==> src/rtl/clk_rst_sequencer.sv <==
// clk_rst_sequencer
// Generates staggered, synchronously released domain resets and their clock
// enables from one raw asynchronous reset. A software re-reset can be
// requested once every domain is running.

`timescale 1ns/1ps

module clk_rst_sequencer #(
  parameter int FANOUT      = 4,
  parameter int SYNC_STAGES = 2,
  parameter int HOLD_CYCLES = 16,
  parameter int CLKEN_LEAD  = 2,
  parameter int STAGGER     = 4
) (
  input  logic              clk,
  input  logic              reset,
  input  logic              sw_rst_req,
  output logic [FANOUT-1:0] reset_n_out,
  output logic [FANOUT-1:0] clk_en,
  output logic              rst_done,
  output logic              busy
);

  // Counter must hold the longest dwell of any phase; one spare bit of
  // headroom keeps the saturating increment away from the compare values.
  localparam int MAX_A   = (HOLD_CYCLES > CLKEN_LEAD) ? HOLD_CYCLES : CLKEN_LEAD;
  localparam int MAX_B   = STAGGER * FANOUT;
  localparam int CNT_MAX = (MAX_A > MAX_B) ? MAX_A : MAX_B;
  localparam int CW      = $clog2(CNT_MAX) + 1;

  localparam logic [2:0] ST_ASSERT  = 3'd0;
  localparam logic [2:0] ST_HOLD    = 3'd1;
  localparam logic [2:0] ST_CLKEN   = 3'd2;
  localparam logic [2:0] ST_RELEASE = 3'd3;
  localparam logic [2:0] ST_RUN     = 3'd4;

  // Reject nonsensical configurations while elaborating.
  if (FANOUT < 1) begin : g_bad_fanout
    $error("clk_rst_sequencer: FANOUT must be >= 1");
  end
  if (SYNC_STAGES < 2) begin : g_bad_sync
    $error("clk_rst_sequencer: SYNC_STAGES must be >= 2");
  end
  if (HOLD_CYCLES < 1) begin : g_bad_hold
    $error("clk_rst_sequencer: HOLD_CYCLES must be >= 1");
  end
  if (CLKEN_LEAD < 1) begin : g_bad_lead
    $error("clk_rst_sequencer: CLKEN_LEAD must be >= 1");
  end
  if (STAGGER < 1) begin : g_bad_stagger
    $error("clk_rst_sequencer: STAGGER must be >= 1");
  end

  // The state register itself acts as the final synchronizer stage: the FSM
  // samples the second-to-last stage, so ASSERT is left on exactly the edge
  // on which a SYNC_STAGES-deep chain would report release.
  logic [SYNC_STAGES-2:0] sync_q;
  logic                   sync_release;

  logic [2:0]        state;
  logic [2:0]        state_nx;
  logic [CW-1:0]     cnt;
  logic [CW-1:0]     cnt_nx;
  logic [CW-1:0]     cnt_inc;
  logic [FANOUT-1:0] rn_nx;
  logic [FANOUT-1:0] en_nx;
  logic [FANOUT-1:0] rn_first;
  logic [FANOUT-1:0] rn_shift;
  logic              done_nx;
  logic              busy_nx;
  logic              hold_done;
  logic              lead_done;
  logic              stagger_done;

  assign sync_release = ~sync_q[SYNC_STAGES-2];

  // Saturating increment so a stuck phase can never wrap back into a match.
  assign cnt_inc = (cnt == {CW{1'b1}}) ? cnt : cnt + CW'(1);

  assign hold_done    = (cnt == CW'(HOLD_CYCLES - 1));
  assign lead_done    = (cnt == CW'(CLKEN_LEAD - 1));
  assign stagger_done = (cnt == CW'(STAGGER - 1));

  // Domains release in ascending order by shifting ones in from bit 0.
  assign rn_first = FANOUT'(1);
  assign rn_shift = (reset_n_out << 1) | FANOUT'(1);

  // Release synchronizer: set by the raw reset, drains to zero afterwards.
  always_ff @(posedge clk or posedge reset) begin
    if (reset) begin
      sync_q <= '1;
    end else begin
      sync_q <= sync_q << 1;
    end
  end

  // Next-state and next-output decode for the sequencing FSM.
  always_comb begin
    state_nx = state;
    cnt_nx   = cnt;
    rn_nx    = reset_n_out;
    en_nx    = clk_en;
    case (state)
      ST_ASSERT: begin
        rn_nx  = '0;
        en_nx  = '0;
        cnt_nx = '0;
        if (sync_release) begin
          state_nx = ST_HOLD;
        end
      end
      ST_HOLD: begin
        rn_nx = '0;
        en_nx = '0;
        if (hold_done) begin
          state_nx = ST_CLKEN;
          cnt_nx   = '0;
          en_nx    = '1;
        end else begin
          cnt_nx = cnt_inc;
        end
      end
      ST_CLKEN: begin
        rn_nx = '0;
        en_nx = '1;
        if (lead_done) begin
          cnt_nx = '0;
          rn_nx  = rn_first;
          if (&rn_first) begin
            state_nx = ST_RUN;
          end else begin
            state_nx = ST_RELEASE;
          end
        end else begin
          cnt_nx = cnt_inc;
        end
      end
      ST_RELEASE: begin
        en_nx = '1;
        if (stagger_done) begin
          cnt_nx = '0;
          rn_nx  = rn_shift;
          if (&rn_shift) begin
            state_nx = ST_RUN;
          end
        end else begin
          cnt_nx = cnt_inc;
        end
      end
      ST_RUN: begin
        rn_nx = '1;
        en_nx = '1;
        if (sw_rst_req) begin
          state_nx = ST_HOLD;
          cnt_nx   = '0;
          rn_nx    = '0;
          en_nx    = '0;
        end
      end
      default: begin
        state_nx = ST_ASSERT;
        cnt_nx   = '0;
        rn_nx    = '0;
        en_nx    = '0;
      end
    endcase
    done_nx = (state_nx == ST_RUN);
    busy_nx = ~done_nx;
  end

  // State, counter and every output are registered; raw reset clears them at once.
  always_ff @(posedge clk or posedge reset) begin
    if (reset) begin
      state       <= ST_ASSERT;
      cnt         <= '0;
      reset_n_out <= '0;
      clk_en      <= '0;
      rst_done    <= 1'b0;
      busy        <= 1'b1;
    end else begin
      state       <= state_nx;
      cnt         <= cnt_nx;
      reset_n_out <= rn_nx;
      clk_en      <= en_nx;
      rst_done    <= done_nx;
      busy        <= busy_nx;
    end
  end

endmodule
==> config.mk <==
export PLATFORM = sky130hd
export DESIGN_NAME = clk_rst_sequencer
export DESIGN_NICKNAME = d
export VERILOG_FILES = /design/src/rtl/clk_rst_sequencer.sv
export SDC_FILE = /design/constraint.sdc
export NUM_CORES = 1
export LEC_CHECK = 0
export ABC_AREA = 0
export BUFFER_PORTS_ARGS = -buffer_cell sky130_fd_sc_hd__buf_2
export CAP_MARGIN = 10
export CORE_MARGIN = 2
export CORE_UTILIZATION = 35
export CTS_BUF_LIST = sky130_fd_sc_hd__clkbuf_16
export DETAILED_ROUTE_END_ITERATION = 8
export GPL_TIMING_DRIVEN = 0
export HOLD_SLACK_MARGIN = 0.05
export PLACE_DENSITY = 0.58
export RECOVER_POWER = 100
export SYNTH_ARGS = -nofsm -noshare
export SYNTH_HDL_FRONTEND = slang
export SYNTH_SLANG_ARGS = --single-unit
==> constraint.sdc <==
create_clock -name clk -period 5.35 [get_ports clk]
set_clock_uncertainty 0.1 [all_clocks]
set_input_delay 0.2675 -clock clk [delete_from_list [all_inputs] [get_ports clk]]
set_output_delay 0.2675 -clock clk [all_outputs]
set_load 0.005 [all_outputs]
==> flow_summary.html, run 1 <==
<table>
<tr><th>Metric</th><th>Value</th></tr>
<tr><th colspan="2">Critical path</th></tr>
<tr><td>Launching element type of the critical path</td><td>flop</td></tr>
<tr><td>CP arrival</td><td>3.23 ns</td></tr>
<tr><td>Required time worst endpoint</td><td>about 5.4 ns</td></tr>
<tr><td>Critical setup path kind</td><td>flop to flop</td></tr>
<tr><td>Worst Reg2Reg Path Length in Cells</td><td>5</td></tr>
<tr><td>Worst Setup SP</td><td>cnt[1]$_DFFE_PP0N_</td></tr>
<tr><td>R2r startpoint</td><td>cnt[1]$_DFFE_PP0N_</td></tr>
<tr><td>Worst reg2reg setup slack</td><td>2.12 ns</td></tr>
<tr><td>Sort of element at the end of the critical path</td><td>flop</td></tr>
<tr><td>Maximum fanout encountered on the critical timing path</td><td>8</td></tr>
<tr><td>Reg2Reg Capture Point</td><td>cnt[1]$_DFFE_PP0N_</td></tr>
<tr><th colspan="2">STA</th></tr>
<tr><td>Post-layout minimum cycle time</td><td>approximately 3.2 ns</td></tr>
<tr><td>Hold slack final</td><td>about 0.37 ns</td></tr>
<tr><td>Final-report hold violation count</td><td>0</td></tr>
<tr><td>Slew @ Worst Pin</td><td>1.600 ns</td></tr>
<tr><td>Final critical-path share of the clock period</td><td>approximately 60%</td></tr>
<tr><td>Final setup slack of the worst path</td><td>2.125 ns</td></tr>
<tr><td>Setup violators final</td><td>0</td></tr>
<tr><td>Unrepaired setup endpoints after global routing</td><td>no</td></tr>
<tr><td>Number of max-slew violations in the final report</td><td>9</td></tr>
<tr><td>Worst slew slack as a fraction of its limit</td><td>-8.200%</td></tr>
<tr><td>Highest clock frequency the design can meet</td><td>310.0 MHz</td></tr>
<tr><td>Final setup TNS</td><td>0 ns</td></tr>
<tr><th colspan="2">Synth</th></tr>
<tr><td>Avg Synthesized Cell Area</td><td>9.448 um^2</td></tr>
<tr><td>Most frequently used flop master after synthesis</td><td>dfrtp_1</td></tr>
<tr><td>Syn Inst Count</td><td>98</td></tr>
<tr><td>EDFF count, synth</td><td>0</td></tr>
<tr><td>Synthesized Nets</td><td>103</td></tr>
<tr><td>Number of synthesized register bits</td><td>16</td></tr>
<tr><td>Register area share after synthesis</td><td>43.51%</td></tr>
<tr><td>Post-synth cell types</td><td>34</td></tr>
<tr><td>Proportion of synthesized flip-flops having asynchronous set or reset</td><td>100.0%</td></tr>
<tr><td>Netlist area before placement</td><td>925.9 um^2</td></tr>
<tr><td>Warning count from the yosys run</td><td>0</td></tr>
<tr><th colspan="2">Min path</th></tr>
<tr><td>Hold WC Path Type</td><td>input pin to flop</td></tr>
<tr><td>Number of cells on the worst hold path</td><td>4</td></tr>
<tr><td>Min-Delay Startpoint</td><td>sw_rst_req</td></tr>
<tr><td>End point of the most critical hold path</td><td>state[2]$_DFF_PP0_</td></tr>
<tr><th colspan="2">Clock network</th></tr>
<tr><td>CTS sink count</td><td>16</td></tr>
<tr><td>Clock Pin Slew Worst Setup and Hold Paths</td><td>roughly 0.05 ns</td></tr>
<tr><td>Max H-tree Level</td><td>1</td></tr>
<tr><td>CTS tree</td><td>built</td></tr>
<tr><td>Clk root buf</td><td>clkbuf_16</td></tr>
<tr><td>CTS Buf Count</td><td>3</td></tr>
<tr><td>Clock tree buffer depth</td><td>2</td></tr>
<tr><td>Clock latency at the later pin of the worst-skew pair</td><td>0.25 ns</td></tr>
<tr><th colspan="2">Final layout</th></tr>
<tr><td>Share of final-layout standard cells stronger than drive strength 1</td><td>21.93%</td></tr>
<tr><td>Final standard cell area without fillers</td><td>1084 um^2</td></tr>
<tr><td>Fin cells</td><td>144</td></tr>
<tr><td># diodes</td><td>0</td></tr>
<tr><td>Area growth from synthesis to layout</td><td>17.03%</td></tr>
<tr><td>FF/Latch Area</td><td>a little over 400 um^2</td></tr>
<tr><td>Fill cell count</td><td>250</td></tr>
<tr><td>Area of the multi-input gates</td><td>407.9 um^2</td></tr>
<tr><td>Final net count</td><td>approximately 120</td></tr>
<tr><th colspan="2">Power and ir drop</th></tr>
<tr><td>Maximum vdd drop</td><td>0.0002742 V</td></tr>
<tr><td>Leak Pwr</td><td>0.4840 nW</td></tr>
<tr><td>Pwr Density</td><td>489.7 nW/um^2</td></tr>
<tr><th colspan="2">Detailed routing</th></tr>
<tr><td>Routed vias/inst</td><td>5.299</td></tr>
<tr><td>WL/cell</td><td>13.49 um</td></tr>
<tr><td>Number of detailed-routing iterations run before antenna repair</td><td>4</td></tr>
<tr><td>Sum of routed wire length over all layers</td><td>1942 um</td></tr>
<tr><td>Vias post-DR</td><td>763</td></tr>
<tr><td>Drt first-iter violations</td><td>21</td></tr>
<tr><td>Count of unresolved DRC violations after routing</td><td>0</td></tr>
<tr><td>Post-DRT Antenna Nets</td><td>0</td></tr>
<tr><th colspan="2">Floorplan</th></tr>
<tr><td>Num ports</td><td>13</td></tr>
<tr><td>Floorplan die height</td><td>55.44 um</td></tr>
<tr><td>Row cnt</td><td>18</td></tr>
<tr><td>Initial Util</td><td>a little under two fifths</td></tr>
<tr><td>Die outline width</td><td>55.44 um</td></tr>
<tr><td>Placeable Area</td><td>2500 um^2</td></tr>
<tr><td>Area of the die</td><td>3073 um^2</td></tr>
<tr><th colspan="2">Place</th></tr>
<tr><td>Post-DP Area</td><td>slightly above 1000 um^2</td></tr>
<tr><td>HPWL after DPL</td><td>1407 um</td></tr>
<tr><td>IO Port Bufs</td><td>12</td></tr>
<tr><td>Global placement routability congestion</td><td>roughly 0.80</td></tr>
<tr><td>Total instance count after detailed placement</td><td>140</td></tr>
<tr><td>Pre-CTS setup slack</td><td>3.271 ns</td></tr>
<tr><th colspan="2">Global routing</th></tr>
<tr><td>Maximum number of pins on one net before global-route repair</td><td>17</td></tr>
<tr><td>Global routing usage summed across all routing layers</td><td>14.40%</td></tr>
<tr><td>Via count of the first global-routing pass</td><td>720</td></tr>
<tr><td>Total grt overflow</td><td>0</td></tr>
<tr><td>Number of antenna violations at the first check in global routing</td><td>0</td></tr>
<tr><td>Wire length of the first global-routing pass</td><td>3436 um</td></tr>
<tr><th colspan="2">Status</th></tr>
<tr><td>Violations in the final reports</td><td>capacitance limit, slew limit</td></tr>
<tr><td>Result of the run</td><td>finished with violations</td></tr>
<tr><th colspan="2">Flow run</th></tr>
<tr><td>Number of max-capacitance violations reported</td><td>1</td></tr>
</table>
==> layout make-up <==
type | instances | share of cell area [%]
Multi-Input combinational cell | 65 | 37.64
Sequential cell | 16 | 37.18
Clock buffer | 3 | 6.928
Timing Repair Buffer | 13 | 6.351
Buffer | 9 | 5.658
Tap cell | 30 | 3.464
Inverter | 8 | 2.771
==> worst max-delay path, stage by stage, from the launching register on <==
cell and delay, ns:
dfrtp_1 0.38, ha_1 0.29, nor4b_1 1.29, o32ai_1 0.47, o21ai_0 0.38, o221ai_1 0.17
==> synth_stat cells, types with 4 or more instances <==
master / n / share of area [%]
inv_1: 7 / 2.8
o21ai_0: 6 / 3.2
dfrtp_1: 14 / 38
a21oi_1: 7 / 3.8
nand2_1: 4 / 1.6
nand3_1: 5 / 2.7
o21ai_1: 8 / 4.3
==> layout by cell type, fill, tap and decap left out <==
| cell type | instances |
|---|---|
| a2111oi_0 | 1 |
| a21oi_1 | 7 |
| a22oi_1 | 2 |
| a31oi_1 | 2 |
| and3_1 | 2 |
| and4b_1 | 1 |
| buf_2 | 12 |
| buf_6 | 2 |
| clkbuf_1 | 4 |
| clkbuf_16 | 3 |
| clkbuf_4 | 3 |
| conb_1 | 1 |
| dfrtp_1 | 14 |
| dfstp_2 | 2 |
| dlygate4sd3_1 | 1 |
| ha_1 | 2 |
| inv_1 | 7 |
| inv_2 | 1 |
| mux2i_1 | 3 |
| nand2_1 | 4 |
| nand2b_1 | 3 |
| nand3_1 | 5 |
| nand3b_1 | 1 |
| nand4_1 | 1 |
| nor2_1 | 3 |
| nor2b_1 | 3 |
| nor3_1 | 3 |
| nor4_2 | 1 |
| nor4b_1 | 1 |
| nor4b_2 | 1 |
| o211ai_1 | 1 |
| o21ai_0 | 13 |
| o21ai_1 | 1 |
| o221ai_1 | 1 |
| o22ai_1 | 1 |
| o32ai_1 | 1 |
==> power breakdown <==
part	internal, mW	total [mW]	switching, mW	leakage (nW)
Sequential	0.149	0.172	0.0236	0.207
Combinational	0.0924	0.216	0.124	0.240
Clock	0.0980	0.142	0.0444	0.0370
Total	0.339	0.531	0.192	0.484
==> stage by stage <==
| stage | util, % | total power, mW |
|---|---|---|
| finish | 43.34 | 0.5307 |
| global route | 43.34 | 0.5755 |
| CTS | 44.34 | 0.5530 |
| detailed placement | 40.94 | 0.4042 |
| global placement | 40.94 | 0.3990 |
| floorplan | - | 0.3485 |
==> cells by family after synthesis <==
kind of cell               Yosys count  synth area share, %
muxes                                3                3.243
AOI/OAI and AO/OA                   30                19.46
other                                1               0.4050
buffers and inverters               17                10.00
adders and majority gates            2                2.702
and+or+nand+nor                     29                20.67
DFF                                 16                43.51
==> sequential cells by signal (all words and copies together) (netlist names) <==
register / count
cnt: 5
reset_n_out: 4
state: 3
busy: 1
clk_en: 1
rst_done: 1
sync_q: 1
==> worst max path at each step <==
stage	endpoint	slack (ns)	depth (start not counted)
2_1_floorplan	cnt[1]$_DFFE_PP0N_	3.56	5
3_3_place_gp	cnt[1]$_DFFE_PP0N_	3.28	5
3_5_place_dp	cnt[1]$_DFFE_PP0N_	3.27	5
4_1_cts	cnt[1]$_DFFE_PP0N_	3.24	5
5_1_grt	cnt[1]$_DFFE_PP0N_	1.71	5
6_report	cnt[1]$_DFFE_PP0N_	2.12	5
==> layer usage <==
| metal | track usage [%] | vias to the layer above | share of wire [%] |
|---|---|---|---|
| li1 | - | 381 | - |
| met1 | 18.74 | 363 | 47 |
| met2 | 21.60 | 17 | 47 |
| met3 | 4.450 | 2 | 4.2 |
| met4 | 6.969 | 0 | 1.3 |
| met5 | 0 | - | 0 |
==> timing repair <==
item	in CTS	in global routing
buffers inserted	0	0
hold buffers	1	0
hold endpoints to repair	14	0
resized for setup	0	0
No activity file was read; power rests on OpenSTA's default activity.
==> inputs of run 2 (changes only) <==
PLACE_DENSITY = 0.6   (was 0.58)
clock period = 2.6 ns   (was 5.35 ns; I/O delays follow)
==> flow_summary.html, run 2 (synthesized netlist as in run 1, its figures left out) <==
<table>
<tr><th>Metric</th><th>Value</th></tr>
<tr><th colspan="2">Final layout</th></tr>
<tr><td>Most common library cell in the layout ignoring fill and taps</td><td>dfrtp_1</td></tr>
<tr><td>Largest registers</td><td>cnt: 5 flops, reset_n_out: 4 flops, state: 3 flops</td></tr>
<tr><td># diodes</td><td>0 (unchanged)</td></tr>
<tr><td>Commonest cells after routing, fill and taps aside</td><td>dfrtp_1, buf_2, o21ai_0</td></tr>
<tr><td>Final standard cell area without fillers</td><td>1096 um^2 (+1.2%)</td></tr>
<tr><td>Fin cells</td><td>145 (+0.69%)</td></tr>
<tr><td>Share of final-layout standard cells stronger than drive strength 1</td><td>21.74% (-0.19 points)</td></tr>
<tr><td>Most flops, register</td><td>cnt</td></tr>
<tr><td>Max reg flops</td><td>5 (unchanged)</td></tr>
<tr><td>Final net count</td><td>121 (unchanged)</td></tr>
<tr><td>Area growth from synthesis to layout</td><td>18.38%</td></tr>
<tr><th colspan="2">Clock network</th></tr>
<tr><td>CTS resizes</td><td>0 (unchanged)</td></tr>
<tr><td>Clock latency at the later pin of the worst-skew pair</td><td>0.25 ns (about the same)</td></tr>
<tr><td>CTS sink count</td><td>16 (unchanged)</td></tr>
<tr><td>CTS Buf Count</td><td>3 (unchanged)</td></tr>
<tr><td>Clock tree buffer depth</td><td>2 (unchanged)</td></tr>
<tr><td>Max H-tree Level</td><td>1 (unchanged)</td></tr>
<tr><td>Clock Pin Slew Worst Setup and Hold Paths</td><td>0.05 ns (about the same)</td></tr>
<tr><td>Clk root buf</td><td>clkbuf_16</td></tr>
<tr><td>CTS tree</td><td>built</td></tr>
<tr><th colspan="2">Place</th></tr>
<tr><td>Post-DP Area</td><td>1023 um^2 (unchanged)</td></tr>
<tr><td>HPWL after DPL</td><td>1291 um (-8.3%)</td></tr>
<tr><td>Pre-CTS setup slack</td><td>0.5143 ns (-2.756 ns)</td></tr>
<tr><td>Total instance count after detailed placement</td><td>140 (unchanged)</td></tr>
<tr><td>Global placement routability congestion</td><td>0.7722 (-3.0%)</td></tr>
<tr><td>IO Port Bufs</td><td>12 (unchanged)</td></tr>
<tr><th colspan="2">STA</th></tr>
<tr><td>Setup violators final</td><td>0 (unchanged)</td></tr>
<tr><td>Slew @ Worst Pin</td><td>0.8153 ns (-0.7851 ns)</td></tr>
<tr><td>Final setup TNS</td><td>0 ns (unchanged)</td></tr>
<tr><td>Final critical-path share of the clock period</td><td>87.01% (+27 points)</td></tr>
<tr><td>Final-report hold violation count</td><td>0 (unchanged)</td></tr>
<tr><td>Post-layout minimum cycle time</td><td>2.262 ns (-0.9631 ns)</td></tr>
<tr><td>Final setup slack of the worst path</td><td>0.3378 ns (-1.787 ns)</td></tr>
<tr><td>Worst slew slack as a fraction of its limit</td><td>44.88% (+53 points)</td></tr>
<tr><td>Number of max-slew violations in the final report</td><td>0 (-9)</td></tr>
<tr><td>Unrepaired setup endpoints after global routing</td><td>no</td></tr>
<tr><td>Highest clock frequency the design can meet</td><td>442.0 MHz (+43%)</td></tr>
<tr><th colspan="2">Detailed routing</th></tr>
<tr><td>Count of unresolved DRC violations after routing</td><td>0 (unchanged)</td></tr>
<tr><td>Vias post-DR</td><td>761 (-0.26%)</td></tr>
<tr><td>Sum of routed wire length over all layers</td><td>1802 um (-7.2%)</td></tr>
<tr><td>Number of detailed-routing iterations run before antenna repair</td><td>4 (unchanged)</td></tr>
<tr><td>WL/cell</td><td>12.43 um (-7.8%)</td></tr>
<tr><td>Drt first-iter violations</td><td>19 (-9.5%)</td></tr>
<tr><td>Routed vias/inst</td><td>5.248 (-0.95%)</td></tr>
<tr><td>Post-DRT Antenna Nets</td><td>0 (unchanged)</td></tr>
<tr><th colspan="2">Power and ir drop</th></tr>
<tr><td>Leak Pwr</td><td>0.4875 nW (+0.71%)</td></tr>
<tr><td>Pwr Density</td><td>1007 nW/um^2 (+110%)</td></tr>
<tr><td>Maximum vdd drop</td><td>0.0006188 V (+130%)</td></tr>
<tr><td>Power, Total</td><td>1.103 mW (+110%)</td></tr>
<tr><th colspan="2">Critical path</th></tr>
<tr><td>Maximum fanout encountered on the critical timing path</td><td>7 (-1)</td></tr>
<tr><td>Worst Reg2Reg Path Length in Cells</td><td>5 (unchanged)</td></tr>
<tr><td>Required time worst endpoint</td><td>2.66 ns (-2.70 ns)</td></tr>
<tr><td>Launching element type of the critical path</td><td>flop</td></tr>
<tr><td>Critical setup path kind</td><td>flop to flop</td></tr>
<tr><td>Sort of element at the end of the critical path</td><td>flop</td></tr>
<tr><td>CP arrival</td><td>2.32 ns (-0.91 ns)</td></tr>
<tr><th colspan="2">Floorplan</th></tr>
<tr><td>Row cnt</td><td>18 (unchanged)</td></tr>
<tr><td>Area of the die</td><td>3073 um^2 (unchanged)</td></tr>
<tr><td>Die outline width</td><td>55.44 um (unchanged)</td></tr>
<tr><td>Initial Util</td><td>37.04% (unchanged)</td></tr>
<tr><td>Floorplan die height</td><td>55.44 um (unchanged)</td></tr>
<tr><td>Num ports</td><td>13 (unchanged)</td></tr>
<tr><td>Placeable Area</td><td>2500 um^2 (unchanged)</td></tr>
<tr><th colspan="2">Global routing</th></tr>
<tr><td>Via count of the first global-routing pass</td><td>705 (-2.1%)</td></tr>
<tr><td>Wire length of the first global-routing pass</td><td>3118 um (-9.3%)</td></tr>
<tr><td>Met3 routing resource usage after global routing</td><td>2.810% (-1.6 points)</td></tr>
<tr><td>Met1 demand-to-capacity share in global routing</td><td>16.20% (-2.5 points)</td></tr>
<tr><td>Total grt overflow</td><td>0 (unchanged)</td></tr>
<tr><td>Routing usage on met2</td><td>19.22% (-2.4 points)</td></tr>
<tr><td>Global routing usage summed across all routing layers</td><td>12.62% (-1.8 points)</td></tr>
<tr><td>Global-route layer with the greatest usage</td><td>met2</td></tr>
<tr><td>Number of antenna violations at the first check in global routing</td><td>0 (unchanged)</td></tr>
<tr><td>Maximum number of pins on one net before global-route repair</td><td>17 (unchanged)</td></tr>
<tr><th colspan="2">Min path</th></tr>
<tr><td>Hold WC Path Type</td><td>input pin to flop</td></tr>
<tr><td>Number of cells on the worst hold path</td><td>4 (unchanged)</td></tr>
<tr><th colspan="2">Flow run</th></tr>
<tr><td>Number of max-capacitance violations reported</td><td>0 (-1)</td></tr>
<tr><th colspan="2">Status</th></tr>
<tr><td>Result of the run</td><td>finished clean</td></tr>
</table>
[run 2: cell types whose count changed in the layout (fill, tap and decap cells not counted), sizes merged]
cell | previous run | this run
clkinv | 0 | 1
[run 2: layout make-up]
class	instances	area (um^2)
tap	30	37.54
buffer	9	61.31
clock buffer	3	75.07
multi-input combinational	65	416.7
clock inverter	1	3.754
fill	245	1404
timing repair buffer	13	68.82
sequential	16	402.9
inverter	8	30.03
[run 2: critical path, stage by stage (launching register included)]
cell	delay, ns
dfrtp_1	0.41
ha_1	0.30
and4b_1	0.29
o32ai_1	0.65
o21ai_1	0.21
a22oi_1	0.22
[run 2: per-stage QoR]
step / hold WS [ns] / util (%)
after floorplan: -0.05769 / -
after global placement: 0.1244 / 40.94
after detailed placement: 0.1330 / 40.94
after CTS: 0.2131 / 44.49
after global routing: 0.2522 / 43.84
final: 0.2006 / 43.84
[run 2: layer usage]
layer	share of wire [%]	vias up
li1	-	381
met1	48	353
met2	46	22
met3	3.7	5
met4	2.1	0
met5	0	-
[run 2: worst paths after layout]
check,from,end,slack [ns]
worst max-delay path,cnt[0]$_DFFE_PP0N_,cnt[0]$_DFFE_PP0N_,0.34
worst min register to register,reset_n_out[3]$_DFFE_PP0P_,reset_n_out[3]$_DFFE_PP0P_,0.47
worst min-delay path,sw_rst_req,cnt[0]$_DFFE_PP0N_,0.20
max in group asynchronous,reset,state[1]$_DFF_PP0_,1.63
min in group asynchronous,reset,cnt[4]$_DFFE_PP0N_,0.39
worst max register to register,cnt[0]$_DFFE_PP0N_,cnt[0]$_DFFE_PP0N_,0.34
[run 2: where the power goes]
group / internal [mW] / leakage, nW / switching (mW)
combinational: 0.198 / 0.242 / 0.253
clock: 0.204 / 0.0385 / 0.0948
sequential: 0.306 / 0.207 / 0.0481
[run 2: timing repair]
item	CTS	global route
endpoints found under the hold margin	14	0
buffers inserted	0	0
endpoints found under the setup margin	0	0
hold buffers	1	0
